`config.mk`:
```
export PLATFORM = sky130hd
export DESIGN_NAME = pipe_drain_buf
export DESIGN_NICKNAME = d
export VERILOG_FILES = /design/src/rtl/rast_pipe_pkg.sv /design/src/rtl/pipe_drain_ram.sv /design/src/rtl/pipe_drain_buf.sv
export SDC_FILE = /design/constraint.sdc
export NUM_CORES = 1
export LEC_CHECK = 0
export BUFFER_PORTS_ARGS = -buffer_cell sky130_fd_sc_hd__buf_2
export CAP_MARGIN = 20
export CORE_ASPECT_RATIO = 1.1
export CORE_MARGIN = 4
export CORE_UTILIZATION = 57
export DETAILED_ROUTE_END_ITERATION = 6
export GPL_ROUTABILITY_DRIVEN = 0
export PLACE_DENSITY = 0.91
export REMOVE_ABC_BUFFERS = 1
export SKIP_CTS_REPAIR_TIMING = 1
export SYNTH_ARGS = -nofsm -noshare
export SYNTH_HDL_FRONTEND = slang
export SYNTH_HIERARCHICAL = 1
export SYNTH_SLANG_ARGS = --single-unit
```
`constraint.sdc`:
```
create_clock -name clk -period 6.6 [get_ports clk]
set_input_delay 0.66 -clock clk [delete_from_list [all_inputs] [get_ports clk]]
set_output_delay 0.66 -clock clk [all_outputs]
set_load 0.05 [all_outputs]
```
`src/rtl/rast_pipe_pkg.sv`:
```
// Shared helpers for the rasteriser pipeline buffers.
// - DefaultDepth : default entry count for drain buffers.
// - ptr_width()  : width of a read/write pointer that indexes 0..depth-1.
// - cnt_width()  : width of an occupancy counter that holds 0..depth.
package rast_pipe_pkg;

  localparam int unsigned DefaultDepth = 4;

  function automatic int unsigned ptr_width(input int unsigned depth);
    return (depth > 1) ? $clog2(depth) : 1;
  endfunction

  function automatic int unsigned cnt_width(input int unsigned depth);
    return $clog2(depth + 1);
  endfunction

endpackage

```
`src/rtl/pipe_drain_ram.sv`:
```
// Storage array for pipe_drain_buf: DEPTH x WIDTH registers, one synchronous
// write port and one asynchronous read port. Contents are intentionally not reset.
// Ports:
//   clk   - clock
//   we    - write enable
//   waddr - write address (0..DEPTH-1)
//   wdata - write data
//   raddr - read address (0..DEPTH-1)
//   rdata - combinational read data
module pipe_drain_ram
  import rast_pipe_pkg::*;
#(
  parameter int unsigned WIDTH = 64,
  parameter int unsigned DEPTH = DefaultDepth
) (
  input  logic                          clk,
  input  logic                          we,
  input  logic [ptr_width(DEPTH)-1:0]   waddr,
  input  logic [WIDTH-1:0]              wdata,
  input  logic [ptr_width(DEPTH)-1:0]   raddr,
  output logic [WIDTH-1:0]              rdata
);

  logic [WIDTH-1:0] mem_q [DEPTH];

  always_ff @(posedge clk) begin
    if (we) mem_q[waddr] <= wdata;
  end

  assign rdata = mem_q[raddr];

endmodule

```
`src/rtl/pipe_drain_buf.sv`:
```
// Drain buffer at the tail of an enable-stalled pipeline. The upstream stages
// advance only while pipe_en is high; pipe_en is registered and drops as soon as
// the buffer will be full, so upstream holds its tail word instead of losing it.
// Output is first-word-fall-through.
// Build option: define PIPE_DRAIN_BYPASS_EN to forward in_data combinationally
// when the buffer is empty (same-cycle out_valid); otherwise push-to-out_valid
// latency is one cycle and there is no in-to-out combinational path.
// Ports:
//   clk, rst_n          - clock, asynchronous active-low reset
//   in_data, in_valid   - pipeline tail word (accepted only while pipe_en=1)
//   pipe_en             - registered advance enable for all upstream stages
//   flush               - synchronous clear of buffered data (beats push/pop)
//   out_data, out_valid - head entry, out_ready pops it
//   count               - current occupancy
module pipe_drain_buf
  import rast_pipe_pkg::*;
#(
  parameter int unsigned WIDTH = 64,
  parameter int unsigned DEPTH = DefaultDepth
) (
  input  logic                        clk,
  input  logic                        rst_n,
  input  logic [WIDTH-1:0]            in_data,
  input  logic                        in_valid,
  output logic                        pipe_en,
  input  logic                        flush,
  output logic [WIDTH-1:0]            out_data,
  output logic                        out_valid,
  input  logic                        out_ready,
  output logic [cnt_width(DEPTH)-1:0] count
);

  localparam int unsigned PtrW = ptr_width(DEPTH);
  localparam int unsigned CntW = cnt_width(DEPTH);
  localparam logic [PtrW-1:0] LastPtr = PtrW'(DEPTH - 1);
  localparam logic [CntW-1:0] FullCnt = CntW'(DEPTH);

  logic [PtrW-1:0]  wr_ptr_q, wr_ptr_d;
  logic [PtrW-1:0]  rd_ptr_q, rd_ptr_d;
  logic [CntW-1:0]  count_q, count_d;
  logic             pipe_en_q, pipe_en_d;
  logic             push, wr_en, rd_en, empty;
  logic [WIDTH-1:0] ram_rdata;

  assign empty = (count_q == '0);
  // Upstream holds in_valid while stalled, so only enabled cycles count.
  assign push  = in_valid && pipe_en_q;

`ifdef PIPE_DRAIN_BYPASS_EN
  logic bypass;
  assign bypass    = push && empty && !flush;
  assign out_valid = !empty || bypass;
  assign out_data  = empty ? in_data : ram_rdata;
  // A bypassed word taken downstream in the same cycle is never stored.
  assign wr_en     = push && !(bypass && out_ready);
`else
  assign out_valid = !empty;
  assign out_data  = ram_rdata;
  assign wr_en     = push;
`endif

  // Stored-entry pop; out_ready while empty does nothing.
  assign rd_en = !empty && out_ready;

  always_comb begin
    wr_ptr_d = wr_ptr_q;
    rd_ptr_d = rd_ptr_q;
    count_d  = count_q;
    if (flush) begin
      wr_ptr_d = '0;
      rd_ptr_d = '0;
      count_d  = '0;
    end else begin
      // Explicit wrap so non-power-of-two depths work.
      if (wr_en) wr_ptr_d = (wr_ptr_q == LastPtr) ? '0 : wr_ptr_q + PtrW'(1);
      if (rd_en) rd_ptr_d = (rd_ptr_q == LastPtr) ? '0 : rd_ptr_q + PtrW'(1);
      if (wr_en && !rd_en) begin
        count_d = count_q + CntW'(1);
      end else if (!wr_en && rd_en) begin
        count_d = count_q - CntW'(1);
      end
    end
    // Looking at next occupancy keeps pipe_en low before a push could overflow.
    pipe_en_d = (count_d < FullCnt);
  end

  always_ff @(posedge clk or negedge rst_n) begin
    if (!rst_n) begin
      wr_ptr_q  <= '0;
      rd_ptr_q  <= '0;
      count_q   <= '0;
      pipe_en_q <= 1'b1;
    end else begin
      wr_ptr_q  <= wr_ptr_d;
      rd_ptr_q  <= rd_ptr_d;
      count_q   <= count_d;
      pipe_en_q <= pipe_en_d;
    end
  end

  assign pipe_en = pipe_en_q;
  assign count   = count_q;

  pipe_drain_ram #(
    .WIDTH (WIDTH),
    .DEPTH (DEPTH)
  ) u_ram (
    .clk   (clk),
    .we    (wr_en && !flush),
    .waddr (wr_ptr_q),
    .wdata (in_data),
    .raddr (rd_ptr_q),
    .rdata (ram_rdata)
  );

endmodule

```
==> impl_results.md, run 1 <==
* Ys flop type: edfxtp_1
* Area occupied by multi-input gates at 1770 um^2
* GR Util All Layers at 17.5%
* Net count, final at 613
* Buf/Inv on CP at 2
* Switching pwr at 1.44 mW
* Initial antenna violation count at 0
* Reg power frac at 44.0%
* TritonCTS Buffers at 25
* Synth Instances at 384
* Actual slew at the worst max-slew pin at 1000 ps
* Syn_area_per_cell at 25.6 um^2
* Die area at 19400 um^2
* Initial Util at 57.9%
* Vias at 4419
* Final worst path period share at 54.1%
* Power Density at 397 nW/um^2
* Placeable core region at 17000 um^2
* Setup_tns at 0 ps
* Layout Skew at 12.6 ps
* Synth-to-layout area growth at 17.5%
* Routed length per instance at 21.5 um
* Commonest non-fill, non-tap cell in the layout: edfxtp_1
* DP HPWL at 10.0 mm
* CP delay by family, top: buffers and inverters
* Fill count at 1024
* Routed length on met2 at 9.03 mm
* WP data required at 5940 ps
* CTS max path bufs at 3
* Worst Setup End Kind: output pin
* Ys async rst share at 3.03%
* Vias per std cell at 5.59
* Final hold viol count at 0
* Routed Antenna Nets at 0
* CTS clk-pin slew, worst paths at 60 ps
* CP peak stage delay at 820 ps
* Die Y-Extent at 146 um
* TritonCTS clock tree: done
* Met1 wire length at 6.63 mm
* RSZ-0062 raised after global routing: false
* Min Tclk post-route at 3570 ps
* Status: completed
* Post-synth EDFFs at 256
* Critical Path Fanout Max at 49
* Vias in the first global route at 4798
* Cell chain of the critical path: buf_4 > mux4_1 > buf_2
* Cell total after placement at 743
* Syn. warnings at 6
* Combinational share of power at 25.8%
* Ant. Diodes at 0
* Final Max Slew Viols at 0
* GR Overflow Total at 0
* Chip Width at 133 um
* WL final at 17.0 mm
* Drc violations at 0
* Drt pass-1 iters at 4
* Peak VDD IR at 0.000272 V
* Final cell count without fillers at 791
* Worst rel slew slack at 33.0%
* Pwr Total at 4.58 mW
* Root Buffer: clkbuf_16
* First DRT Iteration DRCs at 315
* Core Util, Final at 68.1%
* Pint at 3.15 mW
* Max-cap violations at 0
* Synth unique cells at 32
* Layout cells sized above 1 at 45.6%
* Clk network pwr share at 30.2%
* Critical-path top delay cell: buf_4
* Synthesized cell area at 9820 um^2
* # clock sinks at 264
* Commonest non-fill, non-tap cells in the layout: 256 x edfxtp_1, 137 x buf_2, 60 x mux4_2, 25 x clkbuf_16
* Rows at 50
* Routed met3 length at 1.07 mm
* PortBufs at 137
* Fmax at 280 MHz
* FF+latch count, synth at 264
* Leakage power at 3.88 nW
* FF/Latch Area at 7900 um^2
* Seq/Total Area, Yosys at 80.3%
* Switching Share at 31.4%
* Critical Path Source Type: flop
* Highest routed layer: met4
* Top-Level Pins at 138
* H-tree level count at 1
* Final setup viols at 0
* CP Class: reg -> out
* Global-route wire length before repair at 26.5 mm
* Class of the worst hold path: in -> reg
* Clock latency on the worst-skew pair at 500 ps
* Largest net degree at the start of global routing at 67
* Arr. time, crit path at 2910 ps
-- cells in the mapped netlist, types with 2 or more instances --
| cell type | n | area (um^2) |
|---|---|---|
| a21oi_1 | 5 | 25.0 |
| mux4_1 | 4 | 105 |
| nand2_1 | 4 | 15.0 |
| dfrtp_1 | 7 | 175 |
| xnor2_1 | 2 | 17.5 |
| ha_1 | 5 | 62.6 |
| and3b_1 | 2 | 17.5 |
| inv_1 | 2 | 7.51 |
| edfxtp_1 | 256 | 7690 |
| mux4_2 | 60 | 1350 |
| buf_2 | 6 | 30.0 |
| nor2_1 | 5 | 18.8 |
| nand3_1 | 2 | 10.0 |
| buf_12 | 6 | 120 |
-- final cells by class --
class                           count  area share [%]
Sequential cell                   264            68.4
Multi-Input combinational cell    103            15.4
Timing Repair Buffer              143            6.57
Clock buffer                       32            5.74
Tap cell                          234            2.54
Clock inverter                     13            1.28
Inverter                            2          0.0651
-- worst reg2reg max path, cell delays in order, from the launching register on --
cell	delay, ps
dfstp_2	580
nand2_4	100
nor2_1	240
and3_4	920
-- kinds of logic after synthesis --
family / share of synthesized area, %
flip-flops: 80.3
multiplexers: 15.2
AND/OR/NAND/NOR: 1.38
buffers and inverters: 1.81
AO/OA/AOI/OAI: 0.522
adder cells (fa/ha/maj): 0.637
XOR/XNOR: 0.178
-- state kept, by name, summed over array words and instances (netlist names) --
signal	flops
wr_ptr_q	2
count	3
pipe_en	1
rd_ptr_q	2
u_ram/mem_q	256
-- per-stage QoR --
stage,worst slack [ps],hold WS (ps),cell area [um^2]
after floorplan,303,364,9650
after global placement,3510,508,10700
after detailed placement,3480,516,10700
after global routing,2790,349,11500
after CTS,2920,-20.9,11500
final,3030,372,11500
-- power groups by stage --
| stage | sequential (mW) | clock [mW] | combinational (mW) |
|---|---|---|---|
| floorplan | 2.11 | 0 | 0.869 |
| global placement | 2.05 | 0 | 1.17 |
| detailed placement | 2.05 | 0 | 1.19 |
| CTS | 2.02 | 1.42 | 1.19 |
| global route | 2.03 | 1.50 | 1.24 |
| finish | 2.02 | 1.39 | 1.18 |
-- final timing paths --
| path | to | slack (ps) | start | depth (start not counted) |
|---|---|---|---|---|
| worst min-delay path | u_ram/mem_q[3][3]$_DFFE_PP_ | 370 | in_data[3] | 1 |
| max in group asynchronous | pipe_en$_DFF_PN1_ | 5800 | rst_n | 2 |
| worst min register to register | wr_ptr_q[1]$_DFFE_PN0P_ | 560 | pipe_en$_DFF_PN1_ | 2 |
| min in group asynchronous | count[0]$_DFFE_PN0P_ | 550 | rst_n | 2 |
| worst max register to register | u_ram/mem_q[3][39]$_DFFE_PP_ | 4360 | pipe_en$_DFF_PN1_ | 3 |
| worst max-delay path | out_data[1] | 3030 | rd_ptr_q[0]$_DFFE_PN0P_ | 3 |
-- per-layer routing --
layer | track usage, % | vias up
li1 | - | 1962
met1 | 22.8 | 2276
met2 | 30.5 | 157
met3 | 4.11 | 24
met4 | 4.22 | 0
met5 | 0 | -
Power figures use the tool's default switching activity.
==> run 2, diff against run 1 <==
Clock period 6.6 ns to 3.3 ns, I/O delays scaled along.
==> run 2 against run 1 <==
- critical path depth unchanged
- die area is the same
- non-clock buffer count is 5 higher
- sequential share of layout area decreased by 0.35 points
- setup slack got worse by 2600 ps
- critical endpoint is now out_data[42]
- worst hold slack worse by 340 ps
- cell area grew 0.52%
- largest power group unchanged
- first-iteration DRC count decreased by 12%
==> impl_results.md, run 2 (synthesized netlist as in run 1, its figures left out) <==
* Chip Width at 133 um (unchanged)
* Pre-CTS setup slack at 877 ps (was 3480 ps)
* Layout Skew at 20.5 ps (was 12.6 ps)
* Largest net degree at the start of global routing at 67 (unchanged)
* Placeable core region at 17000 um^2 (unchanged)
* Top reg by flops: u_ram/mem_q (unchanged)
* Layout cells sized above 1 at 45.9% (was 45.6%)
* First DRT Iteration DRCs at 278 (was 315)
* Worst rel slew slack at 36.4% (was 33.0%)
* Top-Level Pins at 138 (unchanged)
* Critical Path Source Type: flop (unchanged)
* Die Y-Extent at 146 um (unchanged)
* GR Util All Layers at 18.4% (was 17.5%)
* Leakage power at 3.91 nW (was 3.88 nW)
* Initial antenna violation count at 2 (was 0)
* Routed Antenna Nets at 0 (unchanged)
* Final hold viol count at 0 (unchanged)
* Final Max Slew Viols at 0 (unchanged)
* WL final at 17.6 mm (was 17.0 mm)
* # clock sinks at 264 (unchanged)
* Fmax at 344 MHz
* Final setup margin at 392 ps (was 3030 ps)
* Power Density at 798 nW/um^2 (was 397 nW/um^2)
* RSZ-0062 raised after global routing: false (unchanged)
* Routed length per instance at 22.1 um (was 21.5 um)
* CTS max path bufs at 3 (unchanged)
* Net count, final at 618 (was 613)
* Vias per std cell at 5.62 (was 5.59)
* Drc violations at 0 (unchanged)
* Initial Util at 57.9% (unchanged)
* Vias at 4481 (was 4419)
* WP data required at 2970 ps (was 5940 ps)
* CP Class: reg -> out (unchanged)
* Arr. time, crit path at 2580 ps (was 2910 ps)
* DP HPWL at 10.9 mm (was 10.0 mm)
* Commonest non-fill, non-tap cell in the layout: edfxtp_1 (unchanged)
* Drt pass-1 iters at 4 (unchanged)
* Clock latency on the worst-skew pair at 510 ps (was 500 ps)
* Global-route wire length before repair at 27.8 mm (was 26.5 mm)
* GR Overflow Total at 0 (unchanged)
* Commonest non-fill, non-tap cells in the layout: 256 x edfxtp_1, 137 x buf_2, 60 x mux4_2, 25 x clkbuf_16, 8 x buf_4 (was 256 x edfxtp_1, 137 x buf_2, 60 x mux4_2, 25 x clkbuf_16)
* Min Tclk post-route at 2910 ps
* Vias in the first global route at 4862 (was 4798)
* TritonCTS Buffers at 25 (unchanged)
* Max-cap violations at 0 (unchanged)
* Status: completed (unchanged)
* Synth-to-layout area growth at 18.1% (was 17.5%)
* CTS clk-pin slew, worst paths at 60 ps (about the same)
* Peak VDD IR at 0.000658 V (was 0.000272 V)
* Class of the worst hold path: in -> reg (unchanged)
* TritonCTS clock tree: done (unchanged)
* Setup_tns at 0 ps (unchanged)
* Worst Setup End Kind: output pin (unchanged)
* Rows at 50 (unchanged)
* PortBufs at 137 (unchanged)
* Final worst path period share at 88.1%
* Critical Path Fanout Max at 39 (was 49)
* Final setup viols at 0 (unchanged)
* H-tree level count at 1 (unchanged)
* Die area at 19400 um^2 (unchanged)
* Max reg flops at 256 (unchanged)
* Root Buffer: clkbuf_16 (unchanged)
* Actual slew at the worst max-slew pin at 955 ps (was 1000 ps)
* Pwr Total at 9.25 mW (was 4.58 mW)
[run 2: per-stage QoR]
stage          hold slack (ps)  area, um^2  utilization, %  instances
2_1_floorplan             34.4        9650               -        369
6_report                  36.1       11600            68.4        798
5_1_grt                   18.1       11600            68.4        797
3_3_place_gp               179       10800            63.4        750
4_1_cts                   -348       11600            68.3        795
3_5_place_dp               189       10800            63.4        750
[run 2: path summary, 6_finish.rpt]
kind / start / endpoint / slack, ps / cells past startpoint
setup / recovery: rd_ptr_q[0]$_DFFE_PN0P_ / out_data[42] / 390 / 3
hold / removal: in_data[1] / u_ram/mem_q[2][1]$_DFFE_PP_ / 40 / 1
max in group asynchronous: rst_n / pipe_en$_DFF_PN1_ / 2850 / 2
min in group asynchronous: rst_n / count[2]$_DFF_PN0_ / 200 / 2
setup reg to reg: pipe_en$_DFF_PN1_ / u_ram/mem_q[1][10]$_DFFE_PP_ / 1000 / 4
hold reg to reg: pipe_en$_DFF_PN1_ / wr_ptr_q[1]$_DFFE_PN0P_ / 570 / 2
[run 2: routing by layer]
metal / GRT usage [%] / vias to the layer above / routed length [um]
met5: 0 / - / 13
met4: 4.32 / 2 / 276
met3: 4.01 / 26 / 1180
met2: 31.6 / 174 / 9340
met1: 24.6 / 2310 / 6810
li1: - / 1969 / -
[run 2: critical path: stages (launching register included)]
cell and delay, ps:
dfrtp_4 950, buf_4 340, mux4_2 540, buf_2 230
[run 2: final cells by class]
cell class,count,area [um^2]
antenna,2,5.00
clock buffer,26,629
clock inverter,19,198
fill,1026,5360
inverter,2,7.51
multi-input combinational,103,1770
sequential,264,7900
tap,234,293
timing repair buffer,148,796
[run 2: power by group]
part	switching, mW	internal [mW]	total, mW
sequential	0.212	3.88	4.09
combinational	1.56	0.771	2.33
clock	1.13	1.70	2.82
total	2.90	6.35	9.25
